## src/rtl/div3_serial.sv

```systemverilog
// Serial restoring divide-by-3: one quotient bit per clock, MSB first.
// The operand shift register also collects the quotient bits as they are produced.
module div3_serial #(
    parameter int WIDTH = 8
) (
    input  logic             clk,
    input  logic             reset,
    input  logic             start,
    input  logic [WIDTH-1:0] din,
    output logic             busy,
    output logic             done,
    output logic [WIDTH-1:0] quotient,
    output logic [1:0]       remainder,
    output logic             divisible
);

    localparam int               CNT_W    = $clog2(WIDTH + 1);
    localparam logic [CNT_W-1:0] CNT_LOAD = CNT_W'(WIDTH);
    localparam logic [CNT_W-1:0] CNT_ONE  = CNT_W'(1);

    typedef enum logic [1:0] {
        ST_IDLE = 2'd0,
        ST_RUN  = 2'd1,
        ST_DONE = 2'd2
    } state_t;

    // One restoring step: returns {quotient bit, new partial remainder}.
    function automatic logic [2:0] div3_step(input logic [2:0] t);
        logic [2:0] diff;
        diff = t - 3'd3;
        if (t >= 3'd3) begin
            div3_step = {1'b1, diff[1:0]};
        end else begin
            div3_step = {1'b0, t[1:0]};
        end
    endfunction

    state_t           state_r, state_s;
    logic [WIDTH-1:0] shift_r, shift_s;
    logic [1:0]       rem_r, rem_s;
    logic [CNT_W-1:0] cnt_r, cnt_s;
    logic             busy_r, busy_s;
    logic             done_r, done_s;
    logic [WIDTH-1:0] quot_r, quot_s;
    logic [1:0]       remd_r, remd_s;
    logic             divis_r, divis_s;
    logic [2:0]       step_s;
    logic [WIDTH-1:0] shifted_s;

    // Next-state, datapath and output-register update logic.
    always_comb begin
        step_s    = div3_step({rem_r, shift_r[WIDTH-1]});
        shifted_s = {shift_r[WIDTH-2:0], step_s[2]};
        state_s   = state_r;
        shift_s   = shift_r;
        rem_s     = rem_r;
        cnt_s     = cnt_r;
        done_s    = 1'b0;
        quot_s    = quot_r;
        remd_s    = remd_r;
        divis_s   = divis_r;
        case (state_r)
            ST_IDLE: begin
                if (start) begin
                    state_s = ST_RUN;
                    shift_s = din;
                    rem_s   = 2'd0;
                    cnt_s   = CNT_LOAD;
                end else begin
                    state_s = ST_IDLE;
                end
            end
            ST_RUN: begin
                shift_s = shifted_s;
                rem_s   = step_s[1:0];
                cnt_s   = cnt_r - CNT_ONE;
                // Last bit: publish results; outputs never show partial values.
                if (cnt_r == CNT_ONE) begin
                    state_s = ST_DONE;
                    quot_s  = shifted_s;
                    remd_s  = step_s[1:0];
                    divis_s = (step_s[1:0] == 2'd0);
                    done_s  = 1'b1;
                end else begin
                    state_s = ST_RUN;
                end
            end
            ST_DONE: begin
                state_s = ST_IDLE;
            end
            default: begin
                state_s = ST_IDLE;
            end
        endcase
        busy_s = (state_s == ST_RUN);
    end

    // State, working registers and registered outputs.
    always_ff @(posedge clk or posedge reset) begin
        if (reset) begin
            state_r <= ST_IDLE;
            shift_r <= '0;
            rem_r   <= 2'd0;
            cnt_r   <= '0;
            busy_r  <= 1'b0;
            done_r  <= 1'b0;
            quot_r  <= '0;
            remd_r  <= 2'd0;
            divis_r <= 1'b0;
        end else begin
            state_r <= state_s;
            shift_r <= shift_s;
            rem_r   <= rem_s;
            cnt_r   <= cnt_s;
            busy_r  <= busy_s;
            done_r  <= done_s;
            quot_r  <= quot_s;
            remd_r  <= remd_s;
            divis_r <= divis_s;
        end
    end

    assign busy      = busy_r;
    assign done      = done_r;
    assign quotient  = quot_r;
    assign remainder = remd_r;
    assign divisible = divis_r;

endmodule
```

## config.mk

```make
export PLATFORM = sky130hd
export DESIGN_NAME = div3_serial
export DESIGN_NICKNAME = d
export VERILOG_FILES = /design/src/rtl/div3_serial.sv
export SDC_FILE = /design/constraint.sdc
export NUM_CORES = 1
export LEC_CHECK = 0
export BUFFER_PORTS_ARGS = -buffer_cell sky130_fd_sc_hd__buf_2
export CAP_MARGIN = 10
export CORE_ASPECT_RATIO = 0.8
export CORE_MARGIN = 3
export CORE_UTILIZATION = 38
export DETAILED_ROUTE_END_ITERATION = 7
export GPL_TIMING_DRIVEN = 0
export PLACE_DENSITY = 0.71
export SETUP_SLACK_MARGIN = 0.02
export SYNTH_ARGS = -nofsm -noshare
export SYNTH_HDL_FRONTEND = slang
export SYNTH_SLANG_ARGS = --single-unit
```

## constraint.sdc

```tcl
create_clock -name clk -period 1.5 [get_ports clk]
set_clock_uncertainty 0.1 [all_clocks]
set_input_delay 0.225 -clock clk [delete_from_list [all_inputs] [get_ports clk]]
set_output_delay 0.225 -clock clk [all_outputs]
set_load 0.01 [all_outputs]
```

==> impl_results.md <==
* Outcome: complete, but fails checks
* Failing checks: setup timing
* Crit path DAT at 1.67 ns
* Critical path class: flop to flop
* Xor and xnor fraction of the mapped netlist area at 0%
* Post-DP HPWL at ~1.9 mm
* Post-synth top area share at 54.2%
* Register Area at approximately 700 sq um
* Avg Cell Area, Syn at 11.8 sq um
* Final hold violation count at 0
* Root Buffer: clkbuf_8
* Worst path max stage delay at 0.44 ns
* Cell row count at 18
* Post-synthesis cell type count at 23
* RR Endpoint: divisible$_DFFE_PP0P_
* Vias in the first global route at 969
* Crit path buffers/inverters at 0
* Gr usage total at 13.9%
* Simple-Gate Fraction of Synth Area at 10.5%
* Compound-Gate Fraction of Synth Area at between 10% and 20%
* Slew Limit Fails at 0
* Design Area, Final at 1660 sq um
* P_leak at between 0.8 and 0.9 nW
* RSZ-0062 raised after global routing: yes
* Setup tns final at -0.664 ns
* Hold slack at 0.0790 ns
* Gate Count Post-Synth at 110
* Area after DPL at 1480 sq um
* Antenna violations before repair at 0
* Main combinational cell family by area after synthesis: compound AO/OA/AOI/OAI gates
* #FFs+latches synth at 28
* Starting Density at 40.7%
* Fillers at roughly 300
* Max Clock Freq at 622 MHz
* CP startpoint: shift_r[7]$_DFFE_PP0P_
* Multi-input logic area at about 600 sq um
* Power per cell area at 2170 nW/um^2
* Critical path required time at approximately 1.6 ns
* CP max-delay cell: dfrtp_2
* Period utilisation layout at 107%
* Placed instance count at 173
* Final Core Density at 52.1%
* Die width at between 70 and 80 um
* Place WS at -0.164 ns
* Clk_lat worst skew at 0.28 ns
* Setup crit end kind: flop
* Synth area leader: dfrtp_1
* R2r setup slk at -0.11 ns
* Mux cell area share after synthesis at roughly 14%
* Vias per inst at 5.12
* Relative slew slack at 31.2%
* CTS sink count at 28
* Worst Reg2Reg Path Length in Cells at 4
* I/O pins at 24
* Worst setup margin at -0.107 ns
* Net count after synthesis at between 100 and 150
* Hold_buf cts at 0
* Drt wl/cell at between 10 and 15 um
* Worst Path Max Fanout at 3
* Yosys Warn Count at 0
* Grt ovf at 0
* Most frequent cells in the layout: dfrtp_1, buf_2, o21ai_0
* Overall power at 3.59 mW
* Vias at 953
* Min Clock Period, post-route at ~1.6 ns
* Max_cap viols at 0
* Core area at between 3000 and 4000 sq um
* Reg-to-Reg Start: shift_r[7]$_DFFE_PP0P_
* Most common cell after layout, fill and taps aside: dfrtp_1
* Global-route wire length before repair at 4.53 mm
* CTS tree: built
* Die ar. at 4150 sq um
* CTS clk-pin slew, worst paths at 0.10 ns
* Area growth syn-to-layout at 27.9%
* Least-Margin Pin Slew at 1.03 ns
* Num CTS Buffers at 3
* Worst-path cell chain: ha_4, or3_4, mux2i_1, mux2_4
* CTS H-Tree Depth at 1
* Worst hold path type: input pin to asynchronous set/reset pin
* Adder-cell share of the synthesized area at 2.90%
* IO Port Bufs at 23
* Dominant cells by area after synthesis: dfrtp_1, mux2_4, o21ai_0, a22oi_1, nor2b_1
* Final #Nets at roughly 160
* Inserted Diodes at 0
* Fin cells at 186
* Die height at between 50 and 60 um
* Final setup vio count at 10
* Post-Syn Area at between 1000 and 1500 sq um
* First-pass DRT Iterations at 4
* WL final at 2.70 mm
* Global placement routability congestion at 0.741
* Crit path launch type: flop
* DR iter-0 viols at 50
* Max VDD drop at 862 uV
* Largest net degree at the start of global routing at 29
* DRC at 0
* Cell family with most CP delay: flip-flops
* Max clock buf depth at 2
* Sequential-to-total area share from yosys stat at 54.2%
* Post-route ant nets at 0
* Share of layout cells above drive strength 1 at 41.8%
cells by family after synthesis:
group / count (synthesis)
adders and majority gates: 3
muxes: 14
buffers and inverters: 9
DFF: 28
and+or+nand+nor: 24
AOI/OAI and AO/OA: 32
Yosys cell counts:
| master | n |
|---|---|
| a211o_1 | 1 |
| a21oi_1 | 8 |
| a22o_1 | 2 |
| a22oi_1 | 8 |
| and2b_2 | 1 |
| buf_6 | 1 |
| clkbuf_1 | 3 |
| dfrtp_1 | 28 |
| ha_1 | 3 |
| inv_1 | 5 |
| mux2_2 | 3 |
| mux2_4 | 8 |
| mux2i_1 | 3 |
| nand2_1 | 7 |
| nand2_2 | 1 |
| nand2b_1 | 3 |
| nor2_1 | 1 |
| nor2b_1 | 7 |
| nor3_1 | 2 |
| nor3b_2 | 1 |
| o21ai_0 | 12 |
| o21bai_1 | 1 |
| or3_1 | 1 |
worst reg2reg max path: cells and delay by family (launching register included):
family,cells,cell delay [ns]
fa+ha+maj,1,0.17
flops,1,0.44
mux,2,0.39
simple gates,1,0.39
how the worst max path moves through the flow:
stage	slack [ns]	to	cells past startpoint
after floorplan	-0.04	divisible$_DFFE_PP0P_	4
after global placement	-0.14	quotient[2]$_DFFE_PP0P_	6
after detailed placement	-0.16	quotient[7]$_DFFE_PP0P_	6
after CTS	-0.11	quotient[5]$_DFFE_PP0P_	6
after global routing	-0.14	divisible$_DFFE_PP0P_	4
final	-0.11	divisible$_DFFE_PP0P_	4
repair_timing:
item,CTS,global route
pin swaps,1,5
setup endpoints to repair,13,23
buffers inserted,4,5
gates resized for setup,4,12
layout make-up:
cell class                      count  share of cell area, %
Sequential cell                    28                   42.5
Multi-Input combinational cell     73                   37.1
Timing Repair Buffer               32                   11.3
Clock buffer                        4                   3.33
Tap cell                           40                   3.02
Buffer                              4                   1.66
Inverter                            5                   1.13
report_power, final:
part | switching [mW] | internal [mW]
Sequential | 0.312 | 1.12
Clock | 0.236 | 0.235
Combinational | 0.752 | 0.936
per-layer routing:
| metal | track usage (%) | wire [um] |
|---|---|---|
| met4 | 3.22 | 14 |
| met3 | 4.68 | 146 |
| met1 | 19.3 | 1320 |
| met5 | 0 | 0 |
| met2 | 21.2 | 1220 |
sequential cells by signal, indices dropped and copies added (netlist names):
register / cells
busy: 1
cnt_r: 4
divisible: 1
done: 1
quotient: 8
rem_r: 2
remainder: 2
shift_r: 8
state_r: 1
(Power assumes the default switching activity.)
